<file path="src/rtl/barra_pkg.sv">
// barra_pkg: shared state/direction types and coordinate width for the barra paddle controller.
package barra_pkg;

    localparam int COORD_W = 10;

    typedef enum logic [1:0] {IDLE, FIRST, WAIT, REPEAT} state_e;

    typedef enum logic [1:0] {DIR_NONE, DIR_UP, DIR_DOWN} dir_e;

    // Both buttons held at once cancel each other out.
    function automatic dir_e decodeRequest(input logic upLvl, input logic downLvl);
        if (upLvl && !downLvl) begin
            return DIR_UP;
        end else if (downLvl && !upLvl) begin
            return DIR_DOWN;
        end else begin
            return DIR_NONE;
        end
    endfunction

endpackage

</file>
<file path="src/rtl/barra_ctrl_if.sv">
// barra_ctrl_if: buttons, frame tick and positions into barra_ctrl, step pulses out.
interface barra_ctrl_if;
    import barra_pkg::*;

    logic               btn_up;
    logic               btn_down;
    logic               frame_tick;
    logic [COORD_W-1:0] bar_y;
    logic [COORD_W-1:0] ball_y;
    logic               auto_mode;
    logic               up;
    logic               down;
    logic               moving;

    modport master (
        output btn_up, btn_down, frame_tick, bar_y, ball_y, auto_mode,
        input  up, down, moving
    );

    modport slave (
        input  btn_up, btn_down, frame_tick, bar_y, ball_y, auto_mode,
        output up, down, moving
    );

endinterface

</file>
<file path="src/rtl/barra_debounce.sv">
// barra_debounce: 2-flop synchronizer followed by a debouncer that accepts a new level
// only after it has been seen for DEBOUNCE_CYCLES consecutive cycles.
module barra_debounce #(
    parameter int DEBOUNCE_CYCLES = 500000
) (
    input  logic clk,
    input  logic reset,
    input  logic btn_i,
    output logic level_o
);

    localparam int CNT_W = (DEBOUNCE_CYCLES > 1) ? $clog2(DEBOUNCE_CYCLES) : 1;
    localparam logic [CNT_W-1:0] CNT_LAST = CNT_W'(DEBOUNCE_CYCLES - 1);

    logic             sync1_q;
    logic             sync2_q;
    logic             level_q;
    logic             level_d;
    logic [CNT_W-1:0] cnt_q;
    logic [CNT_W-1:0] cnt_d;

    // Any sample that agrees with the current level restarts the count.
    always_comb begin
        level_d = level_q;
        cnt_d   = '0;
        if (sync2_q != level_q) begin
            if (cnt_q == CNT_LAST) begin
                level_d = sync2_q;
            end else begin
                cnt_d = cnt_q + CNT_W'(1);
            end
        end
    end

    always_ff @(posedge clk or posedge reset) begin
        if (reset) begin
            sync1_q <= 1'b0;
            sync2_q <= 1'b0;
            level_q <= 1'b0;
            cnt_q   <= '0;
        end else begin
            sync1_q <= btn_i;
            sync2_q <= sync1_q;
            level_q <= level_d;
            cnt_q   <= cnt_d;
        end
    end

    assign level_o = level_q;

endmodule

</file>
<file path="src/rtl/barra_ctrl.sv">
// barra_ctrl: turns debounced buttons into frame-paced up/down step pulses for barra.
// Optional ball tracking is compiled in with BARRA_CTRL_AUTO_EN.
module barra_ctrl
    import barra_pkg::*;
#(
    parameter int DEBOUNCE_CYCLES = 500000,
    parameter int REPEAT_FRAMES   = 8,
    parameter int Y_MIN           = 0,
    parameter int Y_MAX           = 400,
    parameter int AUTO_DEADBAND   = 4
) (
    input  logic        clk,
    input  logic        reset,
    barra_ctrl_if.slave bus
);

    localparam int CMP_W   = COORD_W + 1;
    localparam int FRAME_W = $clog2(REPEAT_FRAMES + 1);
    localparam logic [FRAME_W-1:0] FRAME_LAST = FRAME_W'(REPEAT_FRAMES - 1);
    localparam logic [FRAME_W-1:0] FRAME_SAT  = FRAME_W'(REPEAT_FRAMES);
    localparam logic [CMP_W-1:0]   Y_MIN_X    = CMP_W'(Y_MIN);
    localparam logic [CMP_W-1:0]   Y_MAX_X    = CMP_W'(Y_MAX);

    logic               upLvl;
    logic               downLvl;
    dir_e               req;
    logic [CMP_W-1:0]   barX;
    logic               upOk;
    logic               downOk;
    logic               stepUp;
    logic               stepDown;

    state_e             state_q, state_d;
    dir_e               dir_q, dir_d;
    logic [FRAME_W-1:0] frameCnt_q, frameCnt_d;
    logic               up_q, up_d;
    logic               down_q, down_d;

    barra_debounce #(.DEBOUNCE_CYCLES(DEBOUNCE_CYCLES)) uDebUp (
        .clk     (clk),
        .reset   (reset),
        .btn_i   (bus.btn_up),
        .level_o (upLvl)
    );

    barra_debounce #(.DEBOUNCE_CYCLES(DEBOUNCE_CYCLES)) uDebDown (
        .clk     (clk),
        .reset   (reset),
        .btn_i   (bus.btn_down),
        .level_o (downLvl)
    );

    assign req      = decodeRequest(upLvl, downLvl);
    assign barX     = {1'b0, bus.bar_y};
    assign upOk     = barX > Y_MIN_X;
    assign downOk   = barX < Y_MAX_X;
    assign stepUp   = (dir_q == DIR_UP) && upOk;
    assign stepDown = (dir_q == DIR_DOWN) && downOk;

`ifdef BARRA_CTRL_AUTO_EN
    logic             autoMode_q;
    logic [CMP_W-1:0] ballX;
    logic             autoUp;
    logic             autoDown;

    assign ballX    = {1'b0, bus.ball_y};
    assign autoDown = ballX > (barX + CMP_W'(AUTO_DEADBAND));
    assign autoUp   = (ballX + CMP_W'(AUTO_DEADBAND)) < barX;

    always_ff @(posedge clk or posedge reset) begin
        if (reset) begin
            autoMode_q <= 1'b0;
        end else begin
            autoMode_q <= bus.auto_mode;
        end
    end
`endif

    // Limit gating only masks the pulse; the sequence keeps advancing.
    always_comb begin
        state_d    = state_q;
        dir_d      = dir_q;
        frameCnt_d = frameCnt_q;
        up_d       = 1'b0;
        down_d     = 1'b0;
        case (state_q)
            IDLE: begin
                if (req != DIR_NONE) begin
                    state_d = FIRST;
                    dir_d   = req;
                end
            end
            FIRST: begin
                if (req != dir_q) begin
                    state_d = IDLE;
                end else begin
                    up_d       = stepUp;
                    down_d     = stepDown;
                    frameCnt_d = '0;
                    state_d    = WAIT;
                end
            end
            WAIT: begin
                if (req != dir_q) begin
                    state_d = IDLE;
                end else if (bus.frame_tick) begin
                    if (frameCnt_q == FRAME_LAST) begin
                        frameCnt_d = FRAME_SAT;
                        state_d    = REPEAT;
                    end else begin
                        frameCnt_d = frameCnt_q + FRAME_W'(1);
                    end
                end
            end
            REPEAT: begin
                if (req != dir_q) begin
                    state_d = IDLE;
                end else if (bus.frame_tick) begin
                    up_d   = stepUp;
                    down_d = stepDown;
                end
            end
            default: state_d = IDLE;
        endcase
`ifdef BARRA_CTRL_AUTO_EN
        if (bus.auto_mode != autoMode_q) begin
            state_d = IDLE;
            up_d    = 1'b0;
            down_d  = 1'b0;
        end else if (bus.auto_mode) begin
            state_d = IDLE;
            down_d  = bus.frame_tick && autoDown && downOk;
            up_d    = bus.frame_tick && !autoDown && autoUp && upOk;
        end
`endif
    end

    always_ff @(posedge clk or posedge reset) begin
        if (reset) begin
            state_q    <= IDLE;
            dir_q      <= DIR_NONE;
            frameCnt_q <= '0;
            up_q       <= 1'b0;
            down_q     <= 1'b0;
        end else begin
            state_q    <= state_d;
            dir_q      <= dir_d;
            frameCnt_q <= frameCnt_d;
            up_q       <= up_d;
            down_q     <= down_d;
        end
    end

    assign bus.up   = up_q;
    assign bus.down = down_q;
`ifdef BARRA_CTRL_AUTO_EN
    assign bus.moving = (state_q != IDLE) || up_q || down_q;
`else
    assign bus.moving = (state_q != IDLE);
`endif

endmodule

</file>
<file path="src/flat_wrapper.sv">
// flat-port wrapper written by rule: the top's interface ports become plain ports
module barra_ctrl_flat import barra_pkg::*;
#(
    parameter int DEBOUNCE_CYCLES = 500000,
    parameter int REPEAT_FRAMES   = 8,
    parameter int Y_MIN           = 0,
    parameter int Y_MAX           = 400,
    parameter int AUTO_DEADBAND   = 4
)
  (clk, reset, bus_btn_up, bus_btn_down, bus_frame_tick, bus_bar_y, bus_ball_y, bus_auto_mode, bus_up, bus_down, bus_moving);
  barra_ctrl_if bus_i ();
  input  logic clk;
  input  logic reset;
  input wire logic [$bits(bus_i.btn_up)-1:0] bus_btn_up;
  input wire logic [$bits(bus_i.btn_down)-1:0] bus_btn_down;
  input wire logic [$bits(bus_i.frame_tick)-1:0] bus_frame_tick;
  input wire logic [$bits(bus_i.bar_y)-1:0] bus_bar_y;
  input wire logic [$bits(bus_i.ball_y)-1:0] bus_ball_y;
  input wire logic [$bits(bus_i.auto_mode)-1:0] bus_auto_mode;
  output wire logic [$bits(bus_i.up)-1:0] bus_up;
  output wire logic [$bits(bus_i.down)-1:0] bus_down;
  output wire logic [$bits(bus_i.moving)-1:0] bus_moving;
  assign bus_i.btn_up = bus_btn_up;
  assign bus_i.btn_down = bus_btn_down;
  assign bus_i.frame_tick = bus_frame_tick;
  assign bus_i.bar_y = bus_bar_y;
  assign bus_i.ball_y = bus_ball_y;
  assign bus_i.auto_mode = bus_auto_mode;
  assign bus_up = bus_i.up;
  assign bus_down = bus_i.down;
  assign bus_moving = bus_i.moving;
  barra_ctrl #(.DEBOUNCE_CYCLES(DEBOUNCE_CYCLES), .REPEAT_FRAMES(REPEAT_FRAMES), .Y_MIN(Y_MIN), .Y_MAX(Y_MAX), .AUTO_DEADBAND(AUTO_DEADBAND)) u_core (.clk(clk), .reset(reset), .bus(bus_i));
endmodule
</file>
<file path="config.mk">
export PLATFORM = sky130hd
export DESIGN_NAME = barra_ctrl_flat
export DESIGN_NICKNAME = d
export VERILOG_FILES = /design/src/rtl/barra_pkg.sv /design/src/rtl/barra_ctrl_if.sv /design/src/rtl/barra_debounce.sv /design/src/rtl/barra_ctrl.sv /design/src/flat_wrapper.sv
export SDC_FILE = /design/constraint.sdc
export NUM_CORES = 1
export LEC_CHECK = 0
export CAP_MARGIN = 20
export CELL_PAD_IN_SITES_DETAIL_PLACEMENT = 2
export CELL_PAD_IN_SITES_GLOBAL_PLACEMENT = 2
export CORE_MARGIN = 1
export CORE_UTILIZATION = 40
export CTS_BUF_LIST = sky130_fd_sc_hd__clkbuf_2
export DETAILED_ROUTE_END_ITERATION = 8
export GPL_TIMING_DRIVEN = 0
export HOLD_SLACK_MARGIN = 0.15
export PLACE_DENSITY_LB_ADDON = 0.1
export RECOVER_POWER = 100
export REMOVE_ABC_BUFFERS = 1
export SYNTH_ARGS = -nofsm -noshare
export SYNTH_HDL_FRONTEND = slang
export SYNTH_SLANG_ARGS = --single-unit
export TNS_END_PERCENT = 30
</file>
<file path="constraint.sdc">
create_clock -name clk -period 4.59 [get_ports clk]
set_input_delay 1.1475 -clock clk [delete_from_list [all_inputs] [get_ports clk]]
set_output_delay 1.1475 -clock clk [all_outputs]
set_load 0.01 [all_outputs]
</file>
Word level (Yosys, flattened, before mapping)
Cells that the tools add are included.

Input port bits: 26. Bits in registers: 54. Logic and storage cells: 77. Output and inout port bits: 3.

Eq/ne operators: 18. Reductions and logical operators: 15. Order comparisons: 2. Add/subtract/negate cells: 3. Muxes and demuxes: 26.

Operators by type and width (number): $mux 19 (4); $add 19x1->19 const B (2); $eq 19x19->1 const B (2); $mux 2 (8); $mux 4 (4); $gt 10x1->1 const B (1); $lt 10x9->1 const B (1); $pmux 2 s4 (1); $pmux 4 s2 (1); $reduce_and 4->1 (2); $eq 2x2->1 const B (3); $mux 1 (6); $ne 2x2->1 const B (3); $reduce_and 2->1 (3); $reduce_bool 2->1 (3); $add 4x1->4 const B (1); $eq 2x1->1 const B (2); $eq 4x3->1 const B (1); $logic_and 1x1->1 (4); $ne 2x1->1 const B (2); $pmux 1 s2 (2); $ne 3x1->1 const B (1); $ne 3x2->1 const B (1); $logic_not 1->1 (2); other kinds (3) (4).

Logic depth before layout (Yosys ltp)
Gate-level depths: netlist of run 1.

Depth in word-level cells: 7. Mapped depth: 6. Depth with buffers taken out: 6.

By module
Synthesis of run 1 repeated with hierarchy kept, for this count alone.

Cell total of the unflattened synthesis: 271. Area total of the unflattened synthesis: 2763.9 µm².

Modules (own cells, without submodules): barra_debounce (cells each 103, instances 2, area each 1091.0 µm², sequential area each 550.5 µm²); barra_ctrl (cells each 65, instances 1, area each 581.8 µm², sequential area each 250.2 µm²).

Least setup slack after synthesis of run 1
OpenSTA, ideal clock, no wires.

Kind: input -> register. From: input port bus_frame_tick. To: register u_core.frameCnt_q[2]. Setup slack: 2316 ps. Path buffers: 0. Required time: 4464 ps. Setup time: 126 ps. Cell stages on the path: 4. Data arrival time: 2148 ps. Cell sequence: inv_1 a211oi_1 o21ai_0 a221o_1.

Word-level cells in the longest chain between the ends: 2.

RTL lines: start: declaration (RTL line flat_wrapper.sv:16) `input wire logic [$bits(bus_i.frame_tick)-1:0] bus_frame_tick;`; $ne 2x2->1 (no source line); $reduce_and 4->1 (no source line); end signal: assignment (RTL line barra_ctrl.sv:148) `frameCnt_q <= frameCnt_d;`; end: declaration (RTL line barra_ctrl.sv:35) `logic [FRAME_W-1:0] frameCnt_q, frameCnt_d;`.

Every way passes these cells. A chain may end at the register's enable or synchronous reset.

Worst setup path after layout of run 1
From: register u_core.state_q[1]. To: output port bus_moving.

Word-level cells in the longest chain between the ends: 1.

RTL lines: start: declaration (RTL line barra_ctrl.sv:33) `state_e state_q, state_d;`; start signal: assignment (RTL line barra_ctrl.sv:146) `state_q <= state_d;`; $reduce_bool 2->1 (RTL line barra_ctrl.sv:159) `assign bus.moving = (state_q != IDLE);`; end: declaration (RTL line flat_wrapper.sv:22) `output wire logic [$bits(bus_i.moving)-1:0] bus_moving;`.

Every way passes these cells.

==> results_dict.tcl, run 1 <==
set metrics [dict create \
    cts_hold_buf 0 \
    start_util_pct 42.2 \
    ctsResizeCount 0 \
    combPwrFrac_pct 5.5 \
    crit_fanout 13 \
    final_util_pct 46.4 \
    fp.dieH_um 84.7 \
    end_kind "primary output" \
    leakage_nw 1.20 \
    cts.sinks 54 \
    gr-usage-all-layers_pct 19.8 \
    arrival_ps 2010 \
    relSlewSlack_pct -40.7 \
    dp_hpwl_um 4520 \
    synth.ff_latch_count 54 \
    skew_ps 22.5 \
    dp.cells 363 \
    worstPathCellList "or2_2 > dlygate4sd3_1" \
    final_nets 324 \
    required_ps 3440 \
    syn_area_per_cell_um2 9.92 \
    crit_path_start_kind "register" \
    period_share_pct 68.9 \
    fp.dieW_um 84.7 \
    design.core.area_mm2 0.00649 \
    cts-buffers-inserted 5 \
    antenna_left 0 \
    antennaDiodeCount 0 \
    cp_top_family "buffers and inverters" \
    yosysSeqAreaShare_pct 49.3 \
    final-max-slew-violation-count 19 \
    portBuffers 17 \
    finalHoldViolations 0 \
    rsz0062_at_grt "false" \
    synthesis.area_mm2 0.00274 \
    p_sw_mw 0.194 \
    hold_class "reg -> reg" \
    grt_max_degree 40 \
    final.setup.tns_ps 0 \
    tightest_slew_ps 2090 \
    synth_edf_count 0 \
    avgRoutedWirePerCell_um 16.7 \
    ir_drop_mv 0.136 \
    grt_pass1_vias 2278 \
    synthArstFlopShare_pct 100 \
    htree_levels 2 \
    status "finished, violations left" \
    dr_total_vias 2116 \
    grt_pass1_wl_um 11200 \
    yosysWarnings 0 \
    power_density_mw_per_mm2 246 \
    final_cell_mix "dfrtp_1, nor2_1, nand2_1, xnor2_1, nand3_1" \
    area_growth_pct 10.1 \
    cpPeakStageDelay_ps 620 \
    cts_setup_buffers 0 \
    fin_crit_ps 3160 \
    routed_wl_um 6180 \
    slowest_stage "dlygate4sd3_1" \
    hold_depth 0 \
    worstHoldStart "u_core.uDebDown.sync1_q" \
    instances_no_fill 371 \
    holdPathEnd "u_core.uDebDown.sync2_q" \
    setup_viol_count_final 0 \
    r2r_start "u_core.uDebDown.cnt_q[0]" \
    synth.distinct_cells 46 \
    ff2ff_setup_slack_ps 1450 \
    dieArea_mm2 0.00718 \
    cts_root_buf "clkbuf_2" \
    p_sw_share_pct 26.2 \
    drt_iter0_markers 83 \
    fmax_ghz 0.316 \
    p_seq_share_pct 66.1 \
    violations "max-capacitance violations, max-slew violations" \
    ys.flop_type "dfrtp_1" \
    gp_congestion 0.711 \
    clock_latency_ps 450 \
    cts_tree "done" \
    overflow 0 \
    antenna_found_initial 0 \
    drive_gt1_share_pct 6.80 \
    clk_pin_slew_ps 310 \
    rr_worst_depth 5 \
    fp-row-count 29 \
    drv_cap 1 \
    layout_commonest_cell "dfrtp_1" \
    pwr-share-clk_pct 28.4 \
    syn_inst 276 \
    cts_buffer_depth 2 \
    vias_per_cell 5.70 \
    r2r-end "u_core.uDebDown.cnt_q[16]" \
    path_buf_inv 1 \
    route.detailed.drc 0 \
    internal-power_mw 0.546 \
    boundaryPins 29 \
    dr.pass1.iters 4 \
    path_class "reg -> out" \
]
power groups by stage:
stage	combinational (mW)	sequential, mW	clock (mW)
floorplan	0.0209	0.495	0
global placement	0.0397	0.496	0
detailed placement	0.0438	0.497	0
CTS	0.0439	0.490	0.226
global route	0.0469	0.492	0.243
finish	0.0405	0.490	0.210
worst max-delay path by stage:
stage / cells past startpoint / slack [ps] / endpoint / start
after detailed placement: 5 / 1480 / u_core.frameCnt_q[2] / bus_frame_tick
after floorplan: 1 / 2130 / u_core.bus.down / reset
after global routing: 5 / 1160 / u_core.uDebDown.cnt_q[13] / u_core.uDebDown.cnt_q[0]
after CTS: 2 / 1490 / bus_moving / u_core.state_q[1]
after global placement: 2 / 1040 / u_core.uDebDown.cnt_q[3] / reset
final: 2 / 1430 / bus_moving / u_core.state_q[1]
synthesized netlist by cell type, types with 3 or more instances:
| library cell | n | share of area (%) |
|---|---|---|
| dfrtp_1 | 54 | 49 |
| nor2_1 | 37 | 5.1 |
| nand2_1 | 18 | 2.5 |
| xnor2_1 | 18 | 5.8 |
| nand3_1 | 17 | 3.1 |
| xor2_1 | 12 | 3.8 |
| inv_1 | 11 | 1.5 |
| nor4_1 | 11 | 2.5 |
| a21oi_1 | 10 | 1.8 |
| nand4_1 | 10 | 2.3 |
| nor3_1 | 6 | 1.1 |
| o21ai_0 | 6 | 1.1 |
| or2_2 | 6 | 1.4 |
| or4_1 | 6 | 1.6 |
| clkbuf_1 | 5 | 0.69 |
| ha_1 | 5 | 2.3 |
| o31ai_1 | 4 | 1.1 |
| or3_1 | 4 | 0.91 |
| and2_1 | 3 | 0.69 |
| mux2_2 | 3 | 1.2 |
state kept, by name (all words and copies together) (netlist names):
register                 flops
u_core.uDebUp.cnt_q         19
u_core.uDebUp.sync2_q        1
u_core.uDebUp.level_o        1
u_core.bus.down              1
u_core.uDebDown.sync2_q      1
u_core.state_q               2
u_core.frameCnt_q            4
u_core.bus.up                1
u_core.uDebDown.level_o      1
u_core.uDebDown.sync1_q      1
u_core.dir_q                 2
u_core.uDebUp.sync1_q        1
u_core.uDebDown.cnt_q       19
kinds of logic after synthesis:
family,synth area share (%)
DFF,49.3
and+or+nand+nor,25.8
buffers and inverters,3.20
muxes,2.01
adders and majority gates,2.28
xor gates and xnor gates,9.59
AOI/OAI and AO/OA,7.81
metrics by stage:
step / cell area (µm²) / total power, mW / hold WS (ps) / worst slack (ps)
2_1_floorplan: 2690 / 0.516 / 331 / 2130
3_3_place_gp: 2960 / 0.536 / 333 / 1040
3_5_place_dp: 2980 / 0.541 / 342 / 1480
4_1_cts: 3030 / 0.760 / 400 / 1490
5_1_grt: 3010 / 0.782 / 412 / 1160
6_report: 3010 / 0.740 / 400 / 1430
layer usage:
layer | part of all wire [%] | global-route usage (%) | vias up
li1 | - | - | 1009
met1 | 48 | 27.3 | 1081
met2 | 48 | 32.3 | 21
met3 | 2.4 | 3.54 | 5
met4 | 0.83 | 5.08 | 0
met5 | 0 | 0 | -
cell type report:
| class | count | area [µm²] |
|---|---|---|
| flip-flops and latches | 54 | 1350 |
| inverters | 11 | 41.3 |
| repair buffers | 18 | 190 |
| well taps | 77 | 96.3 |
| fillers | 712 | 3480 |
| clock inverters | 3 | 28.8 |
| multi-input cells | 203 | 1280 |
| clock buffers | 5 | 25.0 |
worst register-to-register path: stages (launching register included):
cell and delay [ps]:
dfrtp_1 480, ha_1 250, and4_1 320, nand4b_1 170, o21ai_0 1610, nor2_1 140
Note: power is estimated with default switching activity, not from simulation.
==> inputs of run 2 (changes only) <==
--- a/config.mk
+++ b/config.mk
@@ -9,7 +9,7 @@
 export CELL_PAD_IN_SITES_DETAIL_PLACEMENT = 2
 export CELL_PAD_IN_SITES_GLOBAL_PLACEMENT = 2
 export CORE_MARGIN = 1
-export CORE_UTILIZATION = 40
+export CORE_UTILIZATION = 37
 export CTS_BUF_LIST = sky130_fd_sc_hd__clkbuf_2
 export DETAILED_ROUTE_END_ITERATION = 8
 export GPL_TIMING_DRIVEN = 0
==> constraint.sdc (replaced) <==
create_clock -name clk -period 3.25 [get_ports clk]
set_input_delay 0.8125 -clock clk [delete_from_list [all_inputs] [get_ports clk]]
set_output_delay 0.8125 -clock clk [all_outputs]
set_load 0.01 [all_outputs]
==> run 2 against run 1 <==
Largest power group unchanged. Sequential cell count unchanged. Critical endpoint unchanged. Setup slack got worse by 1000 ps. Cell area increased by 1.1%. Routed wire length increased by 0.92%. Power increased by 46%. Clock power increased by 59%. Die area increased by 7.9%. Register-to-register slack got worse by 740 ps. Clock skew about the same. The flow now finishes without violations. Utilization decreased by 2.8 points. Via count decreased by 1.6%.
==> results_dict.tcl, run 2 (synthesis results as in run 1) <==
set metrics [dict create \
    required_ps 2440 \
    ir_drop_mv 0.150 \
    relSlewSlack_pct 9.87 \
    end_kind "primary output" \
    design.core.area_mm2 0.00698 \
    worstPathCellList "or2_2 > dlygate4sd3_1" \
    finalPower_mw 1.08 \
    dieArea_mm2 0.00775 \
    period_share_pct 87.0 \
    area_growth_pct 11.2 \
    pwr-share-clk_pct 30.8 \
    overflow 0 \
    vias_per_cell 5.35 \
    slowest_stage "dlygate4sd3_1" \
    use_met3_pct 3.39 \
    leakage_nw 1.21 \
    setup_viol_count_final 0 \
    gp_congestion 0.723 \
    boundaryPins 29 \
    power_density_mw_per_mm2 355 \
    clock_latency_ps 450 \
    cts-buffers-inserted 5 \
    dr_total_vias 2083 \
    fin_ws_ps 422 \
    portBuffers 17 \
    dr.pass1.iters 4 \
    cts_root_buf "clkbuf_2" \
    fmax_ghz 0.354 \
    use_met1_pct 22.8 \
    rsz0062_at_grt "false" \
    combPwrFrac_pct 5.3 \
    grt.busiest_layer "met2" \
    grt_pass1_vias 2271 \
    routed_wl_um 6240 \
    p_sw_share_pct 23.2 \
    layout_commonest_cell "dfrtp_1" \
    arrival_ps 2020 \
    drive_gt1_share_pct 6.48 \
    path_class "reg -> out" \
    htree_levels 2 \
    fp.dieW_um 88.0 \
    fin_crit_ps 2830 \
    clk_pin_slew_ps 270 \
    gr-usage-all-layers_pct 18.3 \
    fp-row-count 30 \
    grt_max_degree 31 \
    crit_fanout 13 \
    n_fill_cell 777 \
    cts_hold_buf 0 \
    finalHoldViolations 0 \
    crit_path_start_kind "register" \
    final-max-slew-violation-count 0 \
    post-place-ws_ps 496 \
    grt_util_met2_pct 31.9 \
    fp.dieH_um 88.0 \
    p_seq_share_pct 63.8 \
    final_cell_mix "dfrtp_1, nor2_1, nand2_1, xnor2_1, nand3_1" \
    antenna_left 0 \
    cts_buffer_depth 2 \
    status "finished, final reports clean" \
    ctsResizeCount 0 \
    reg_top3 "u_core.uDebDown.cnt_q x19, u_core.uDebUp.cnt_q x19, u_core.frameCnt_q x4" \
    final_nets 324 \
    drt_iter0_markers 86 \
    cp_top_family "buffers and inverters" \
    start_util_pct 39.2 \
    cpPeakStageDelay_ps 620 \
    tightest_slew_ps 1340 \
    p_sw_mw 0.251 \
    antenna_found_initial 0 \
    drv_cap 0 \
    antennaDiodeCount 0 \
    route.detailed.drc 0 \
    dp_hpwl_um 4460 \
    cts_tree "done" \
    avgRoutedWirePerCell_um 16.0 \
    hold_class "reg -> reg" \
    cts_setup_buffers 0 \
    internal-power_mw 0.830 \
    grt_pass1_wl_um 10900 \
    cts.sinks 54 \
    path_buf_inv 1 \
    skew_ps 22.1 \
]
run 2: changes by cell type in the layout (fill, tap and decap cells not counted), sizes merged:
| cell | change |
|---|---|
| inv | -2 |
| clkdlybuf4s50 | +1 |
| dlygate4sd3 | -1 |
| bufinv | +1 |
run 2: area by class of cell:
type / count / area, µm² / share of cell area [%]
clock buffer: 5 / 25.0 / 0.821
clock inverter: 2 / 33.8 / 1.11
inverter: 11 / 41.3 / 1.36
multi-input combinational: 203 / 1280 / 42.2
sequential: 54 / 1350 / 44.4
tap: 96 / 120 / 3.94
timing repair buffer: 18 / 190 / 6.24
run 2: per-stage QoR:
stage	TNS, ps	util [%]	area, µm²	cells	hold slack (ps)
after floorplan	0	-	2690	268	331
after global placement	-2230	42.7	2980	381	334
after detailed placement	0	43.0	3000	382	347
after CTS	0	43.9	3060	389	396
after global routing	0	43.6	3050	389	403
final	0	43.6	3050	389	389
run 2: routing by layer:
metal | wire (µm) | share of wire (%) | vias up
met5 | 0 | 0 | -
met4 | 77 | 1.2 | 0
met3 | 94 | 1.5 | 5
met2 | 3170 | 51 | 7
met1 | 2890 | 46 | 1054
li1 | - | - | 1017
run 2: final timing paths:
| path | endpoint | slack (ps) | cells past startpoint | startpoint |
|---|---|---|---|---|
| max | bus_moving | 420 | 2 | u_core.state_q[1] |
| min | u_core.uDebUp.sync2_q | 390 | 0 | u_core.uDebUp.sync1_q |
| min reg2reg | u_core.uDebUp.sync2_q | 390 | 0 | u_core.uDebUp.sync1_q |
| min in group asynchronous | u_core.uDebDown.cnt_q[6] | 1010 | 2 | reset |
| max in group asynchronous | u_core.uDebUp.cnt_q[13] | 1530 | 3 | reset |
| max reg2reg | u_core.uDebDown.cnt_q[14] | 710 | 5 | u_core.uDebDown.cnt_q[0] |
run 2: power groups by stage:
stage	sequential [mW]	clock (mW)	combinational, mW
floorplan	0.700	0	0.0295
global placement	0.701	0	0.0569
detailed placement	0.702	0	0.0622
CTS	0.691	0.354	0.0624
global route	0.693	0.382	0.0668
finish	0.691	0.334	0.0577
==> inputs of run 3 (changes only) <==
--- a/config.mk
+++ b/config.mk
@@ -8,6 +8,7 @@
 export CAP_MARGIN = 20
 export CELL_PAD_IN_SITES_DETAIL_PLACEMENT = 2
 export CELL_PAD_IN_SITES_GLOBAL_PLACEMENT = 2
+export CORE_ASPECT_RATIO = 0.75
 export CORE_MARGIN = 1
 export CORE_UTILIZATION = 37
 export CTS_BUF_LIST = sky130_fd_sc_hd__clkbuf_2
==> run 3 against run 2 <==
Clock-buffer cell count unchanged. Clock power increased by 6%. Sequential cell count unchanged. Routed wire length increased by 5.0%. Global-route usage increased by 0.65 points. Setup slack got worse by 14 ps. Non-clock buffer count unchanged. Sequential share of layout area increased by 0.055 points. Critical path type unchanged. Largest power group unchanged.
==> results_dict.tcl, run 3 (synthesis results as in run 1) <==
set metrics [dict create \
    status "finished, final reports clean" \
    final_nets 324 \
    skew_ps 20.4 \
    leakage_nw 1.21 \
    crit_fanout 13 \
    setup_viol_count_final 0 \
    antenna_left 0 \
    end_kind "primary output" \
    routed_wl_um 6550 \
    htree_levels 2 \
    cts_root_buf "clkbuf_2" \
    n_fill_cell 757 \
    ir_drop_mv 0.137 \
    area_growth_pct 11.1 \
    power_density_mw_per_mm2 361 \
    start_util_pct 39.2 \
    cts_buffer_depth 2 \
    avgRoutedWirePerCell_um 16.7 \
    fin_crit_ps 2840 \
    tightest_slew_ps 1380 \
    hold_depth 0 \
    path_class "reg -> out" \
    finalPower_mw 1.10 \
    ctsResizeCount 0 \
    portBuffers 17 \
    slowest_stage "dlygate4sd3_1" \
    clk_pin_slew_ps 280 \
    relSlewSlack_pct 7.08 \
    cts_hold_buf 0 \
    design.core.area_mm2 0.00699 \
    fp.dieW_um 101 \
    dr.pass1.iters 4 \
    worstPathCellList "or2_2 > dlygate4sd3_1" \
    cts-buffers-inserted 5 \
    drv_cap 0 \
    grt_pass1_wl_um 11400 \
    grt_max_degree 38 \
    rr_worst_depth 3 \
    reg_top3 "u_core.uDebDown.cnt_q x19, u_core.uDebUp.cnt_q x19, u_core.frameCnt_q x4" \
    final.setup.tns_ps 0 \
    layout_commonest_cell "dfrtp_1" \
    cts_setup_buffers 0 \
    final_cell_mix "dfrtp_1, nor2_1, nand2_1, xnor2_1, nand3_1" \
    vias_per_cell 5.33 \
    drive_gt1_share_pct 7.14 \
    gr-usage-all-layers_pct 18.9 \
    drt_iter0_markers 61 \
    final-max-slew-violation-count 0 \
    boundaryPins 29 \
    hold_class "reg -> reg" \
    grt_pass1_vias 2276 \
    overflow 0 \
    gp_congestion 0.727 \
    clock_latency_ps 460 \
    fmax_ghz 0.352 \
    holdWs_ps 393 \
    fp-row-count 26 \
    crit_path_start_kind "register" \
    final_util_pct 43.5 \
    cts_tree "done" \
    antenna_found_initial 1 \
    dr_total_vias 2095 \
    cpPeakStageDelay_ps 610 \
    dp_hpwl_um 4650 \
    dieArea_mm2 0.00775 \
    arrival_ps 2030 \
    fp.dieH_um 76.5 \
    route.detailed.drc 0 \
    finalHoldViolations 0 \
    rsz0062_at_grt "false" \
    required_ps 2440 \
    period_share_pct 87.4 \
    cts.sinks 54 \
]
[run 3: final timing paths]
kind                                                   to                      start  slack [ps]
worst min-delay path                u_core.uDebUp.sync2_q      u_core.uDebUp.sync1_q         390
max in group asynchronous        u_core.uDebDown.cnt_q[0]                      reset        1010
worst min register to register      u_core.uDebUp.sync2_q      u_core.uDebUp.sync1_q         390
worst max register to register  u_core.uDebDown.cnt_q[10]  u_core.uDebDown.cnt_q[10]         680
worst max-delay path                           bus_moving          u_core.state_q[1]         410
min in group asynchronous       u_core.uDebDown.cnt_q[16]                      reset         850
[run 3: per-layer routing]
| metal | track usage (%) | share of wire (%) |
|---|---|---|
| met5 | 0 | 0 |
| met2 | 27.5 | 43 |
| met3 | 4.13 | 3.5 |
| met4 | 5.36 | 1.2 |
| met1 | 28.0 | 52 |
[run 3: critical path, delay by kind of cell (launching register included)]
family / cells / cell delay, ps
buffers and inverters: 1 / 610
flip-flops: 1 / 590
AND/OR/NAND/NOR: 1 / 370
[run 3: layout make-up]
cell class              instances  area, µm²  area share (%)
multi-input cells             203       1280            42.2
clock buffers                   5       25.0           0.822
flip-flops and latches         54       1350            44.4
diodes                          1       2.50          0.0822
clock inverters                 3       40.0            1.32
inverters                      11       41.3            1.36
well taps                      98        123            4.03
repair buffers                 18        175            5.76
[run 3: where the power goes]
group / switching (mW) / internal, mW
Sequential: 0.00889 / 0.682
Combinational: 0.0327 / 0.0226
Clock: 0.225 / 0.127
Total: 0.267 / 0.832
[run 3: metrics by stage]
step,worst slack [ps],cell area [µm²],cells
after detailed placement,463,3010,384
after global routing,317,3040,393
after floorplan,1120,2690,268
after CTS,489,3070,392
after global placement,-56.1,2990,383
final,408,3040,393
